$ cat config.mk
export PLATFORM = sky130hd
export DESIGN_NAME = div_scheduler_flat
export DESIGN_NICKNAME = d
export VERILOG_FILES = /design/src/rtl/div_scheduler_pkg.sv /design/src/rtl/div_scheduler_if.sv /design/src/rtl/div_scheduler_div.sv /design/src/rtl/div_scheduler.sv /design/src/flat_wrapper.sv
export SDC_FILE = /design/constraint.sdc
export NUM_CORES = 1
export LEC_CHECK = 0
export BUFFER_PORTS_ARGS = -buffer_cell sky130_fd_sc_hd__buf_2
export CAP_MARGIN = 25
export CORE_MARGIN = 2
export CORE_UTILIZATION = 50
export DETAILED_ROUTE_END_ITERATION = 10
export PLACE_DENSITY_LB_ADDON = 0.05
export SLEW_MARGIN = 30
export SYNTH_ARGS = -nofsm -noshare
export SYNTH_HDL_FRONTEND = slang
export SYNTH_SLANG_ARGS = --single-unit
export TNS_END_PERCENT = 10
$ cat constraint.sdc
create_clock -name clk -period 4.9 [get_ports clk]
set_input_delay 0.98 -clock clk [delete_from_list [all_inputs] [get_ports clk]]
set_output_delay 0.98 -clock clk [all_outputs]
set_load 0.02 [all_outputs]
$ cat src/rtl/div_scheduler_pkg.sv
// Shared types and constants for the divider scheduler.
// Imported by the scheduler, its divider and its interface.
package div_scheduler_pkg;

  localparam int DIV_W = 16;
  localparam logic [DIV_W-1:0] DBZ_QUOTIENT = 16'hFFFF;
  localparam int DIV_LATENCY = 22;

  typedef enum logic [1:0] {
    S_IDLE  = 2'd0,
    S_ISSUE = 2'd1,
    S_WAIT  = 2'd2,
    S_RESP  = 2'd3
  } state_t;

  typedef enum logic [2:0] {
    D_IDLE   = 3'd0,
    D_INIT   = 3'd1,
    D_DIV    = 3'd2,
    D_CHECK  = 3'd3,
    D_FINISH = 3'd4
  } dstate_t;

endpackage

$ cat src/rtl/div_scheduler_if.sv
// Request/response bundle between execute-stage clients
// and the shared divider scheduler.
interface div_scheduler_if #(
  parameter int NUM_REQ = 4,
  parameter int ID_W    = 2
);
  import div_scheduler_pkg::*;

  logic [NUM_REQ-1:0]       req_valid;
  logic [NUM_REQ-1:0]       req_ready;
  logic [DIV_W*NUM_REQ-1:0] req_dividend;
  logic [DIV_W*NUM_REQ-1:0] req_divisor;
  logic                     resp_valid;
  logic [ID_W-1:0]          resp_id;
  logic [DIV_W-1:0]         resp_quotient;
  logic [DIV_W-1:0]         resp_remainder;
  logic                     resp_dbz;
  logic                     busy;

  modport master (
    output req_valid, req_dividend, req_divisor,
    input  req_ready, resp_valid, resp_id,
    input  resp_quotient, resp_remainder,
    input  resp_dbz, busy
  );

  modport slave (
    input  req_valid, req_dividend, req_divisor,
    output req_ready, resp_valid, resp_id,
    output resp_quotient, resp_remainder,
    output resp_dbz, busy
  );

endinterface

$ cat src/rtl/div_scheduler_div.sv
// Iterative 16/16 unsigned restoring divider, one bit
// per cycle, with a start pulse and a sticky done level.
module restoring_division
  import div_scheduler_pkg::*;
(
  input  logic             clk,
  input  logic             rst,
  input  logic             start,
  input  logic [DIV_W-1:0] dividend,
  input  logic [DIV_W-1:0] divisor,
  output logic [DIV_W-1:0] quotient,
  output logic [DIV_W-1:0] remainder,
  output logic             done
);

  dstate_t          st, st_n;
  logic [DIV_W-1:0] rem, quo;
  logic [4:0]       cnt;
  logic [DIV_W:0]   shifted, diff;

  // rem < divisor holds, so a set borrow bit means restore
  assign shifted = {rem, quo[DIV_W-1]};
  assign diff    = shifted - {1'b0, divisor};

  always_comb begin
    st_n = st;
    unique case (st)
      D_IDLE:   if (start) st_n = D_INIT;
      D_INIT:   st_n = D_DIV;
      D_DIV:    if (cnt == 5'(DIV_W-1)) st_n = D_CHECK;
      D_CHECK:  st_n = (cnt == 5'(DIV_W)) ? D_FINISH : D_DIV;
      D_FINISH: st_n = D_IDLE;
      default:  st_n = D_IDLE;
    endcase
  end

  always_ff @(posedge clk or posedge rst) begin
    if (rst) begin
      st        <= D_IDLE;
      rem       <= '0;
      quo       <= '0;
      cnt       <= '0;
      quotient  <= '0;
      remainder <= '0;
      done      <= 1'b0;
    end else begin
      st <= st_n;
      unique case (st)
        D_IDLE: if (start) done <= 1'b0;
        D_INIT: begin
          rem <= '0;
          quo <= dividend;
          cnt <= '0;
        end
        D_DIV: begin
          cnt <= cnt + 5'd1;
          if (!diff[DIV_W]) begin
            rem <= diff[DIV_W-1:0];
            quo <= {quo[DIV_W-2:0], 1'b1};
          end else begin
            rem <= shifted[DIV_W-1:0];
            quo <= {quo[DIV_W-2:0], 1'b0};
          end
        end
        D_FINISH: begin
          quotient  <= quo;
          remainder <= rem;
          done      <= 1'b1;
        end
        default: ;
      endcase
    end
  end

endmodule

$ cat src/rtl/div_scheduler.sv
// Round-robin arbiter sharing one restoring divider among
// NUM_REQ requesters; divide-by-zero bypasses the divider.
module div_scheduler
  import div_scheduler_pkg::*;
#(
  parameter int NUM_REQ = 4,
  parameter int ID_W    = 2
) (
  input logic            clk,
  input logic            reset_n,
  div_scheduler_if.slave bus
);

  function automatic logic [ID_W:0] rr_pick(
    input logic [NUM_REQ-1:0] v,
    input logic [ID_W-1:0]    ptr
  );
    logic [ID_W:0]   r;
    logic [ID_W-1:0] k;
    int              idx;
    r = '0;
    // walk downward so the closest valid index wins last
    for (int i = NUM_REQ-1; i >= 0; i--) begin
      idx = int'(ptr) + i;
      if (idx >= NUM_REQ) idx = idx - NUM_REQ;
      k = ID_W'(idx);
      if (v[k]) r = {1'b1, k};
    end
    return r;
  endfunction

  state_t           state, nxt;
  logic [ID_W-1:0]  rr_ptr, op_id, gnt_id;
  logic [ID_W:0]    pick;
  logic             gnt_ok, div_start, div_done;
  logic [DIV_W-1:0] op_a, op_b, sel_a, sel_b;
  logic [DIV_W-1:0] div_q, div_r;
  logic [NUM_REQ-1:0] ready;

  assign pick   = rr_pick(bus.req_valid, rr_ptr);
  assign gnt_ok = pick[ID_W];
  assign gnt_id = pick[ID_W-1:0];
  assign sel_a  = bus.req_dividend[int'(gnt_id)*DIV_W +: DIV_W];
  assign sel_b  = bus.req_divisor[int'(gnt_id)*DIV_W +: DIV_W];

  always_comb begin
    ready = '0;
    if (state == S_IDLE && gnt_ok) ready[gnt_id] = 1'b1;
  end

  assign bus.req_ready  = ready;
  assign bus.resp_valid = (state == S_RESP);
  assign bus.busy       = (state != S_IDLE);

  always_comb begin
    nxt = state;
    unique case (state)
      S_IDLE:
        if (gnt_ok) nxt = (sel_b == '0) ? S_RESP : S_ISSUE;
      S_ISSUE: nxt = S_WAIT;
      S_WAIT:  if (div_done) nxt = S_RESP;
      S_RESP:  nxt = S_IDLE;
      default: nxt = S_IDLE;
    endcase
  end

  always_ff @(posedge clk or negedge reset_n) begin
    if (!reset_n) begin
      state              <= S_IDLE;
      rr_ptr             <= '0;
      op_a               <= '0;
      op_b               <= '0;
      op_id              <= '0;
      div_start          <= 1'b0;
      bus.resp_id        <= '0;
      bus.resp_quotient  <= '0;
      bus.resp_remainder <= '0;
      bus.resp_dbz       <= 1'b0;
    end else begin
      state     <= nxt;
      div_start <= (nxt == S_ISSUE);
      unique case (state)
        S_IDLE: if (gnt_ok) begin
          op_a  <= sel_a;
          op_b  <= sel_b;
          op_id <= gnt_id;
          if (sel_b == '0) begin
            bus.resp_id        <= gnt_id;
            bus.resp_quotient  <= DBZ_QUOTIENT;
            bus.resp_remainder <= sel_a;
            bus.resp_dbz       <= 1'b1;
          end
        end
        S_WAIT: if (div_done) begin
          bus.resp_id        <= op_id;
          bus.resp_quotient  <= div_q;
          bus.resp_remainder <= div_r;
          bus.resp_dbz       <= 1'b0;
        end
        S_RESP:
          rr_ptr <= (op_id == ID_W'(NUM_REQ-1)) ?
                    '0 : op_id + 1'b1;
        default: ;
      endcase
    end
  end

  restoring_division u_div (
    .clk       (clk),
    .rst       (~reset_n),
    .start     (div_start),
    .dividend  (op_a),
    .divisor   (op_b),
    .quotient  (div_q),
    .remainder (div_r),
    .done      (div_done)
  );

endmodule

$ cat src/flat_wrapper.sv
// flat-port wrapper written by rule: the top's interface ports become plain ports
module div_scheduler_flat import div_scheduler_pkg::*;
#(
  parameter int NUM_REQ = 4,
  parameter int ID_W    = 2
)
  (clk, reset_n, bus_req_valid, bus_req_dividend, bus_req_divisor, bus_req_ready, bus_resp_valid, bus_resp_id, bus_resp_quotient, bus_resp_remainder, bus_resp_dbz, bus_busy);
  div_scheduler_if #(.NUM_REQ(NUM_REQ), .ID_W(ID_W)) bus_i ();
  input logic clk;
  input logic reset_n;
  input wire logic [$bits(bus_i.req_valid)-1:0] bus_req_valid;
  input wire logic [$bits(bus_i.req_dividend)-1:0] bus_req_dividend;
  input wire logic [$bits(bus_i.req_divisor)-1:0] bus_req_divisor;
  output wire logic [$bits(bus_i.req_ready)-1:0] bus_req_ready;
  output wire logic [$bits(bus_i.resp_valid)-1:0] bus_resp_valid;
  output wire logic [$bits(bus_i.resp_id)-1:0] bus_resp_id;
  output wire logic [$bits(bus_i.resp_quotient)-1:0] bus_resp_quotient;
  output wire logic [$bits(bus_i.resp_remainder)-1:0] bus_resp_remainder;
  output wire logic [$bits(bus_i.resp_dbz)-1:0] bus_resp_dbz;
  output wire logic [$bits(bus_i.busy)-1:0] bus_busy;
  assign bus_i.req_valid = bus_req_valid;
  assign bus_i.req_dividend = bus_req_dividend;
  assign bus_i.req_divisor = bus_req_divisor;
  assign bus_req_ready = bus_i.req_ready;
  assign bus_resp_valid = bus_i.resp_valid;
  assign bus_resp_id = bus_i.resp_id;
  assign bus_resp_quotient = bus_i.resp_quotient;
  assign bus_resp_remainder = bus_i.resp_remainder;
  assign bus_resp_dbz = bus_i.resp_dbz;
  assign bus_busy = bus_i.busy;
  div_scheduler #(.NUM_REQ(NUM_REQ), .ID_W(ID_W)) u_core (.clk(clk), .reset_n(reset_n), .bus(bus_i));
endmodule
Yosys cells after proc, flatten, opt, wreduce, memory -nomap -nowiden
Index checks and enable logic that the tools add are counted.
{"block": "classes", "order_cmp": 10, "addsub": 10, "n_eq_ne": 16, "n_mux": 51, "n_reduce_logical": 13, "shifts": 2}
{"operator": "16-bit one-hot mux with 2 select lines", "count": 4}
{"operator": "64-bit by 7-bit variable part select with 16-bit output", "count": 2}
{"operator": "16-bit two-way mux", "count": 7}
{"operator": "2-bit two-way mux", "count": 11}
{"operator": "3-bit two-way mux", "count": 7}
{"operator": "17-bit by 16-bit subtractor with 17-bit output", "count": 1}
{"operator": "16-bit logical NOT", "count": 1}
{"operator": "2-bit by 3-bit less-than comparator with 1-bit output (second input constant)", "count": 5}
{"operator": "3-bit one-hot mux with 4 select lines", "count": 1}
{"operator": "1-bit two-way mux", "count": 10}
{"operator": "5-bit one-hot mux with 2 select lines", "count": 1}
{"operator": "3-bit >= comparator (second input constant)", "count": 3}
{"operator": "1-bit binary-select mux with 2-bit select", "count": 4}
{"operator": "2-bit one-hot mux with 4 select lines", "count": 1}
{"operator": "2-bit nonzero test", "count": 4}
{"operator": "2-bit by 1-bit subtractor with 2-bit output (second input constant)", "count": 4}
{"operator": "2-bit by 2-bit adder with 3-bit output (second input constant)", "count": 2}
{"operator": "2-bit == test (second input constant)", "count": 3}
{"operator": "3-bit by 2-bit == test with 1-bit output (second input constant)", "count": 2}
{"operator": "2-bit != test (second input constant)", "count": 3}
{"operator": "2-bit AND reduction", "count": 3}
{"operator": "5-bit by 1-bit adder with 5-bit output (second input constant)", "count": 1}
{"operator": "5-bit by 4-bit == test with 1-bit output (second input constant)", "count": 1}
{"operator": "5-bit == test (second input constant)", "count": 1}
{"operator": "16 further kinds", "count": 20}
{"block": "word_totals", "inputBits": 134, "ff_bits": 147, "out_inout_bits": 41}

Depth between registers and ports, before layout
Gate-level depths: netlist of run 1.
{"block": "logic_depth", "depth_word": 15, "mapped_depth": 13, "depth_no_buf": 12}

By module
Synthesis of run 1 repeated with hierarchy kept, for this count alone.
{"block": "hier_totals", "hier_cells": 858, "area_unflattened_um2": 8232.9}
{"module": "div_scheduler", "seq_area_each_um2": 1851.8, "n_inst": 1, "cells_per_inst": 481, "area_per_inst_um2": 4259.1}
{"module": "restoring_division", "seq_area_each_um2": 1826.8, "n_inst": 1, "cells_per_inst": 377, "area_per_inst_um2": 3973.8}

Least setup slack after synthesis of run 1
No wires, ideal clock.
{"block": "synth_timing", "kind": "in2reg", "start": "input port bus_req_valid[2]", "end": "register u_core.bus.resp_id[0]", "path_stages": 12, "arrival_ns": 3.469, "path_buffers": 3, "required_ns": 4.775, "path_slack_ns": 1.306, "path_cell_list": "nor2b_1 a211o_1 nand2_1 clkbuf_1 a211o_1 a22oi_1 nand4_1 or3_1 a22o_1 buf_4 buf_6 mux2_4"}
{"block": "synth_between", "elab_chain_cells": 10}
{"element": "start: declaration", "line_no": "flat_wrapper.sv:11", "rtl": "input wire logic [$bits(bus_i.req_valid)-1:0] bus_req_valid;"}
{"element": "1-bit binary-select mux with 2-bit select", "line_no": "div_scheduler.sv:27", "rtl": "if (v[k]) r = {1'b1, k};"}
{"element": "1-bit two-way mux (implied by the code)", "line_no": "div_scheduler.sv:27"}
{"element": "3-bit two-way mux (3 in series)", "line_no": "div_scheduler.sv:27"}
{"element": "3-bit two-way mux *", "line_no": "div_scheduler.sv:27"}
{"element": "64-bit by 7-bit variable part select with 16-bit output", "line_no": "div_scheduler.sv:44", "rtl": "assign sel_b = bus.req_divisor[int'(gnt_id)*DIV_W +: DIV_W];"}
{"element": "16-bit logical NOT", "line_no": "div_scheduler.sv:87", "rtl": "if (sel_b == '0) begin"}
{"element": "2-bit != test (no source line)"}
{"element": "4-bit AND reduction (no source line)"}
{"element": "end signal: assignment", "line_no": "div_scheduler.sv:88", "rtl": "bus.resp_id <= gnt_id;"}
{"element": "end signal: assignment", "line_no": "div_scheduler.sv:95", "rtl": "bus.resp_id <= op_id;"}
{"element": "end: declaration", "line_no": "div_scheduler_if.sv:29", "rtl": "output req_ready, resp_valid, resp_id,"}
Every way passes the cells marked *; elsewhere a longest branch is shown, timed or not. The select of a mux whose other input is x is not followed.
A chain may end at the register's enable or synchronous reset.

Worst setup path in the final report of run 1
{"block": "layout_timing", "start": "input port bus_req_valid[2]", "end": "register u_core.bus.resp_quotient[3]"}
{"block": "layout_between", "elab_chain_cells": 10}
{"element": "1-bit binary-select mux with 2-bit select", "line_no": "div_scheduler.sv:27"}
{"element": "1-bit two-way mux (implied by the code)", "line_no": "div_scheduler.sv:27"}
{"element": "3-bit two-way mux (3 in series)", "line_no": "div_scheduler.sv:27"}
{"element": "3-bit two-way mux *", "line_no": "div_scheduler.sv:27"}
{"element": "64-bit by 7-bit variable part select with 16-bit output", "line_no": "div_scheduler.sv:44"}
{"element": "16-bit logical NOT", "line_no": "div_scheduler.sv:87"}
{"element": "2-bit != test (no source line)"}
{"element": "4-bit AND reduction (no source line) *"}
{"element": "end signal: assignment", "line_no": "div_scheduler.sv:96", "rtl": "bus.resp_quotient <= div_q;"}
{"element": "end: declaration", "line_no": "div_scheduler_if.sv:30", "rtl": "output resp_quotient, resp_remainder,"}
Marked as above.

==> run metrics, run 1 <==
WS Path Type=input pin to flip-flop; Seq/Total Area, Yosys=42.3%; met2 WL=roughly 12 mm; HP Class=flip-flop to flip-flop; Worst Tran Pin Value=944 ps; DP Wirelength=roughly 17 mm; Fmax=232 MHz; WL met1=11.0 mm; CTS Root Cell=clkbuf_16; Post-synth EDFFs=0; setup TNS=0 ps; Num CTS Buffers=17; TritonCTS clock tree=done; critical path data required time=5260 ps; Final Total Pwr=2.60 mW; Max Slew Vio Count=0; Syn-to-layout area delta=18.3%; post-synth top area cell=dfrtp_1; drt first pass iters=5; vias per std cell=5.66; average cell area after synthesis=8.83 µm²; Initial Utilization=50.8%; first-pass GRT wire length=38.0 mm; crit end category=flip-flop; antenna cells=0; crit path DAT=4670 ps; pin count of the biggest net entering global routing=79; area of the mapped netlist=8690 µm²; I/O Buffers=approximately 170; DRC violations left=0; Hold Buf Count CTS=0; H-tree Lvls=4; Post-Route WL=24.1 mm; most area-consuming cells after synthesis=dfrtp_1, nand2_1, mux2_2, o21ai_0, ha_1; core area=around 17,000 µm²; clk slew on worst S/H paths=60 ps; synth unique cells=59; Crit Path Max Fanout=32; RSZ-0062 raised after global routing=no; grt ovf=0; VDD IR max=0.205 mV; Post-CTS Repair Setup Buffers=0; share of cells above drive strength 1=around 27%; I/O Pins=175; max_slew headroom=roughly 37%; Syn Nets=between 1k and 1.5k; Final nets=1,282; cells after synthesis=984; # setup viols final=0; Resized cells post-CTS=0; Util after Layout=between 60% and 70%; Max Root-Sink Buffers=2; vias in the first global route=between 7k and 8k; Layout Skew=9.11 ps; Hold Vio Cnt, Final=0; die height=between 100 and 150 µm; CTS sink count=between 100 and 150; synth warn=0; Synth top area share=42.3%; Critical Path Source Type=input pin; DR top layer=met4; Routed WL per cell=approximately 18 µm; Met3 Wirelength=849 µm; Die W=about 140 µm; PwrDens=between 200 and 300 nW/µm²; fin crit period=4310 ps; Tcrit/Tclk final=around nine tenths; Final GP Congestion=0.906; worst-skew pair later-pin latency=420 ps; minimum hold slack=478 ps; max_cap viols=0; ys flop type=dfrtp_1; status=finished clean; fraction of registers with async set/reset=100%; Synth Register Bits=between 100 and 150; DR iter-0 viols=599; antenna violations before repair=0; Row Count=between 40 and 50; Via Count=7,700; antenna viol nets, final=0; filler cell count in the final layout=1,579; gr usage total=26.6%; full die area=between 15,000 and 20,000 µm²; leakage=4.89 nW
## sequential cells by signal, indices dropped and copies added (netlist names)
name	cells
u_core.bus.resp_quotient	16
u_core.bus.resp_remainder	16
u_core.op_a	16
u_core.op_b	16
u_core.u_div.quo	16
u_core.u_div.quotient	16
u_core.u_div.rem	16
u_core.u_div.remainder	16
u_core.u_div.cnt	5
u_core.u_div.st	3
u_core.bus.resp_id	2
u_core.op_id	2
u_core.rr_ptr	2
u_core.state	2
u_core.bus.resp_dbz	1
u_core.div_start	1
u_core.u_div.done	1
## through the flow
step           instances  worst slack [ps]  area [µm²]
2_1_floorplan        984              1310        8690
3_3_place_gp        1329               242        9750
3_5_place_dp        1329               165        9750
4_1_cts             1360               593       10300
5_1_grt             1360               382       10300
6_report            1360               586       10300
## cells in the final DEF (no fill, tap or decap), types with 17 or more instances in the layout
master     netlist  layout
buf_4            1      17
buf_2            7     173
and3_1          19      19
clkbuf_16        0      17
o21ai_0         80      80
nand2_1        183     180
inv_1           27      27
nand3_1         46      46
dfrtp_1        147     146
o22a_1          18      18
a21oi_1         54      54
nor2_1          76      75
ha_1            24      24
mux2_2          42      42
o221a_2         18      18
## logic make-up after synthesis
kind of cell | Yosys count | share of synthesized area [%]
buffers and inverters | 99 | 4.51
and+or+nand+nor | 358 | 17.6
DFF | 147 | 42.3
muxes | 68 | 9.03
xor gates and xnor gates | 13 | 1.31
AOI/OAI and AO/OA | 274 | 21.5
adders and majority gates | 25 | 3.69
## path summary, 6_finish.rpt
kind	slack [ps]	to	cells after the start	start
min in group asynchronous	590	u_core.op_a[5]	1	reset_n
worst min register to register	480	u_core.op_a[14]	2	u_core.op_a[14]
worst min-delay path	480	u_core.op_a[14]	2	u_core.op_a[14]
worst max-delay path	590	u_core.bus.resp_quotient[3]	11	bus_req_valid[2]
worst max register to register	880	u_core.bus.resp_quotient[3]	10	u_core.rr_ptr[0]
max in group asynchronous	3320	u_core.u_div.st[0]	2	reset_n
## area by class of cell
class | count | area (µm²) | share of cell area [%]
Multi-Input combinational cell | 738 | 4660 | 45.4
Sequential cell | 147 | 3680 | 35.8
Timing Repair Buffer | 192 | 1020 | 9.97
Clock buffer | 24 | 462 | 4.49
Tap cell | 225 | 282 | 2.74
Inverter | 27 | 101 | 0.986
Clock inverter | 7 | 60.1 | 0.584
## where the power goes
part / internal [mW] / switching [mW] / total (mW)
Clock: 0.703 / 0.476 / 1.18
Combinational: 0.0817 / 0.130 / 0.211
Sequential: 1.21 / 0 / 1.21
## worst max-delay path, cell delays in order
cell	delay [ps]
buf_2	100
nor2b_1	240
a211o_1	540
nand2_2	540
a211oi_1	520
o22a_1	190
nand4_1	80
or3_1	450
buf_4	250
nand2_1	470
o221a_2	290
## layer usage
| layer | vias up | track usage (%) |
|---|---|---|
| met4 | 0 | 5.67 |
| met5 | - | 0 |
| met2 | 167 | 46.1 |
| met1 | 3713 | 35.2 |
| li1 | 3802 | - |
| met3 | 18 | 4.36 |
## synthesized netlist by cell type, types with 16 or more instances
cell	number
o22ai_1	16
nand3_1	46
mux2_2	42
o22a_1	18
and3_1	19
o221a_2	18
nand2_1	183
o21ai_0	80
clkbuf_1	48
a211oi_1	16
o32a_1	16
a21oi_1	54
nor2_1	76
inv_1	27
ha_1	24
dfrtp_1	147
(Power assumes the default switching activity.)
==> run 2: changes to the inputs <==
Settings changed: CORE_MARGIN 2 to unset.
==> run 2 against run 1 <==
Combinational power is 3% higher; sequential share of layout area is 0.12 points lower; final cell count is 0.15% lower; fmax is 9.0% higher; highest routed layer unchanged.
==> run metrics, run 2 (synthesis gave the netlist of run 1 again) <==
CTS Root Cell=clkbuf_16; crit end category=flip-flop; Post-Route WL=23.6 mm; DRC violations left=0; Worst Tran Pin Value=888 ps; drt first pass iters=5; Tcrit/Tclk final=80.7%; Num CTS Buffers=17; first-pass GRT wire length=38.4 mm; VDD IR max=roughly 0.19 mV; max_cap viols=0; Die W=134 µm; met3 usage=4.23%; # setup viols final=0; status=finished clean; WS Path Type=input pin to flip-flop; RSZ-0062 raised after global routing=no; Crit Path Max Fanout=32; Row Count=47; met2 Use GR=45.3%; Post-CTS Repair Setup Buffers=0; commonest non-fill, non-tap cells in the layout=nand2_1, buf_2, dfrtp_1; multi-input logic area=4660 µm²; Util after Layout=61.5%; Resized cells post-CTS=0; setup TNS=0 ps; Syn-to-layout area delta=18.7%; antenna violations before repair=0; antenna cells=0; minimum hold slack=around 480 ps; share of cells above drive strength 1=27.4%; DR iter-0 viols=502; HP Class=flip-flop to flip-flop; CTS sink count=147; Initial Utilization=about half; crit path DAT=4320 ps; most common cell after layout, fill and taps aside=nand2_1; Hold Buf Count CTS=0; pin count of the biggest net entering global routing=73; Hold Vio Cnt, Final=0; worst-skew pair later-pin latency=430 ps; TritonCTS clock tree=done; Via Count=7,799; critical path data required time=5270 ps; vias in the first global route=7,446; met1 usage=36.8%; Routed WL per cell=17.4 µm; Final nets=1,286; antenna viol nets, final=0; Fmax=253 MHz; full die area=17,900 µm²; core area=16,800 µm²; DP Wirelength=17.2 mm; die height=134 µm; Max Slew Vio Count=0; PwrDens=255 nW/µm²; gr usage total=~28%; Final GP Congestion=0.926; grt ovf=0; leakage=4.91 nW; clk slew on worst S/H paths=60 ps; H-tree Lvls=4; filler cell count in the final layout=approximately 1.5k; Critical Path Source Type=input pin; GR peak layer=met2; fin crit period=between 3000 and 4000 ps; max_slew headroom=about two fifths; Layout Skew=6.94 ps; I/O Buffers=~170; vias per std cell=approximately 5.7; Register Area=3680 µm²; I/O Pins=175; Max Root-Sink Buffers=2
## run 2: critical path: stages
cell and delay, ps:
buf_2 150, nor2b_2 180, nor2_1 110, o221ai_4 710
buf_4 320, a31o_2 180, o2111ai_1 210, or3_1 430
buf_4 240, nand2_1 490, o221a_2 310
## run 2: area by class of cell
| class | count | area share (%) |
|---|---|---|
| Inverter | 27 | 0.983 |
| Clock buffer | 25 | 4.71 |
| Timing Repair Buffer | 196 | 10.2 |
| Tap cell | 220 | 2.67 |
| Sequential cell | 147 | 35.7 |
| Multi-Input combinational cell | 738 | 45.2 |
| Clock inverter | 5 | 0.510 |
## run 2: per-layer routing
layer / vias up / share of wire [%]
met5: - / 0
met4: 0 / 2.9
met3: 43 / 4.6
met2: 261 / 48
met1: 3686 / 45
li1: 3809 / -
## run 2: per-stage QoR
| stage | total power, mW | cells | setup WS, ps | area [µm²] |
|---|---|---|---|---|
| final | 2.63 | 1358 | 943 | 10300 |
| after global routing | 2.73 | 1358 | 832 | 10300 |
| after CTS | 2.65 | 1358 | 979 | 10300 |
| after detailed placement | 1.45 | 1328 | 567 | 9770 |
| after global placement | 1.45 | 1328 | 519 | 9770 |
| after floorplan | 1.33 | 984 | 1310 | 8690 |
## run 2: final timing paths
check	from	endpoint	slack (ps)	depth (start not counted)
worst max-delay path	bus_req_valid[1]	u_core.bus.resp_quotient[3]	940	11
worst min-delay path	u_core.op_a[15]	u_core.op_a[15]	480	2
worst max register to register	u_core.rr_ptr[0]	u_core.bus.resp_quotient[3]	1190	10
worst min register to register	u_core.op_a[15]	u_core.op_a[15]	480	2
max in group asynchronous	reset_n	u_core.u_div.st[0]	3340	2
min in group asynchronous	reset_n	u_core.op_a[6]	550	1
## run 2: power by group
group          internal [mW]  total [mW]  leakage [nW]  switching [mW]
Sequential              1.21        1.21          1.94               0
Combinational         0.0839       0.217          2.70           0.133
Clock                  0.730        1.20         0.263           0.473
Total                   2.03        2.63          4.91           0.605
==> run 3: changes to the inputs <==
Clock period 4.9 ns to 3.27 ns, I/O delays scaled along.
==> run 3 against run 2 <==
Global-route usage is 1.6 points higher; final area is 7.9% higher; die area stayed put; sequential power is 50% higher.
==> run metrics, run 3 (synthesis gave the netlist of run 1 again) <==
status=finished clean; worst-skew pair later-pin latency=430 ps; Final Total Pwr=4.45 mW; crit end category=flip-flop; Initial Utilization=51.8%; crit-path cells=and2b_2 > buf_4 > o21bai_2 > nand2_2 > buf_4 > a211oi_1 > o22a_1 > nand4_1 > or3_4 > a22o_4 > buf_4 > mux2_2; RR Startpoint=u_core.rr_ptr[0]; Syn-to-layout area delta=28.0%; critical path data required time=3580 ps; reg2reg path depth=12; Post-Route WL=25.6 mm; Via Count=about 8.2k; grt ovf=0; Final nets=1,355; gr usage total=29.2%; minimum hold slack=168 ps; drt first pass iters=5; WS Path Type=flip-flop to flip-flop; Row Count=47; buffers plus inverters on the worst setup path=3; Max Slew Vio Count=0; pin count of the biggest net entering global routing=75; vias in the first global route=7,850; r2r setup slk=120 ps; full die area=17,900 µm²; clk slew on worst S/H paths=70 ps; antenna viol nets, final=0; Hold Vio Cnt, Final=0; share of cells above drive strength 1=33.1%; max_slew headroom=between 40% and 50%; first-pass GRT wire length=40.6 mm; Critical Path Source Type=flip-flop; HP Class=input pin to async pin; antenna cells=0; Layout Skew=9.48 ps; CTS Root Cell=clkbuf_16; DRC violations left=0; Max Root-Sink Buffers=2; leakage=5.34 nW; Routed WL per cell=17.9 µm; max_cap viols=0; antenna violations before repair=0; PwrDens=~400 nW/µm²; # setup viols final=0; H-tree Lvls=4; most common cell after layout, fill and taps aside=nand2_1; Hold Buf Count CTS=0; commonest non-fill, non-tap cells in the layout=nand2_1, buf_2, dfrtp_1; DR iter-0 viols=616; VDD IR max=~0.33 mV; Final GP Congestion=0.898; FF-to-FF End=u_core.bus.resp_remainder[1]; Worst Tran Pin Value=886 ps; Crit Path Max Fanout=8; Slowest cell on crit path=or3_4; I/O Pins=roughly 180; Num CTS Buffers=17; fin crit period=roughly 3200 ps; vias per std cell=5.72; die height=around 130 µm; CP peak stage delay=440 ps; core area=16,800 µm²; crit path DAT=3460 ps; Fmax=~320 MHz; Die W=about 130 µm; DP Wirelength=between 15 and 20 mm; TritonCTS clock tree=done; I/O Buffers=174; Tcrit/Tclk final=roughly 96%; CP dominant cell by count=buf_4; RSZ-0062 raised after global routing=yes; cell family with most CP delay=compound AO/OA/AOI/OAI gates; filler cell count in the final layout=1,404; CTS sink count=147
-- run 3: changes by cell type in the layout (fill, tap and decap cells not counted), sizes merged --
cell      before  now
bufinv         1    5
buf          196  263
inv           27   29
clkinv         3    2
clkbuf        25   22
clkinvlp       1    2
o221ai         1    2
-- run 3: layer usage --
metal | vias up | GRT usage [%] | routed length (µm)
li1 | 3958 | - | -
met1 | 3947 | 38.8 | 11500
met2 | 244 | 48.6 | 12500
met3 | 32 | 4.72 | 1100
met4 | 0 | 9.91 | 541
met5 | - | 0 | 0
-- run 3: where the power goes --
part	internal, mW	switching (mW)
Combinational	0.183	0.222
Sequential	1.82	0
Clock	1.44	0.789
-- run 3: stage by stage --
step | instance area [µm²] | worst slack, ps | util (%) | instances | TNS, ps
2_1_floorplan | 8700 | 2.07 | - | 984 | 0
3_3_place_gp | 10300 | -278 | 61.5 | 1392 | -8360
3_5_place_dp | 10300 | -336 | 61.5 | 1392 | -9870
4_1_cts | 11000 | 5.04 | 65.5 | 1424 | 0
5_1_grt | 11100 | -23.6 | 66.4 | 1429 | -88.9
6_report | 11100 | 120 | 66.4 | 1429 | 0
-- run 3: final cells by class --
class / count / area, µm² / area share, %
multi-input combinational: 739 / 4750 / 42.7
sequential: 147 / 3680 / 33.1
timing repair buffer: 264 / 1640 / 14.7
clock buffer: 21 / 480 / 4.32
tap: 220 / 275 / 2.47
clock inverter: 11 / 196 / 1.77
inverter: 27 / 101 / 0.911
-- run 3: how the worst max path moves through the flow --
stage,startpoint,end,cells after the start
global placement,bus_req_valid[2],u_core.bus.resp_remainder[4],12
detailed placement,bus_req_valid[2],u_core.bus.resp_remainder[5],12
finish,u_core.rr_ptr[0],u_core.bus.resp_remainder[1],12
floorplan,bus_req_valid[2],u_core.bus.resp_id[0],12
global route,u_core.u_div.quo[15],u_core.u_div.rem[14],14
CTS,u_core.u_div.quo[15],u_core.u_div.rem[14],13
-- run 3: what timing repair did --
item	4_1_cts	5_1_grt
cloned	0	2
endpoints found under the setup margin	4	50
setup buffers	0	3
endpoints found under the hold margin	0	0
resized for setup	1	20
pin swaps	0	6
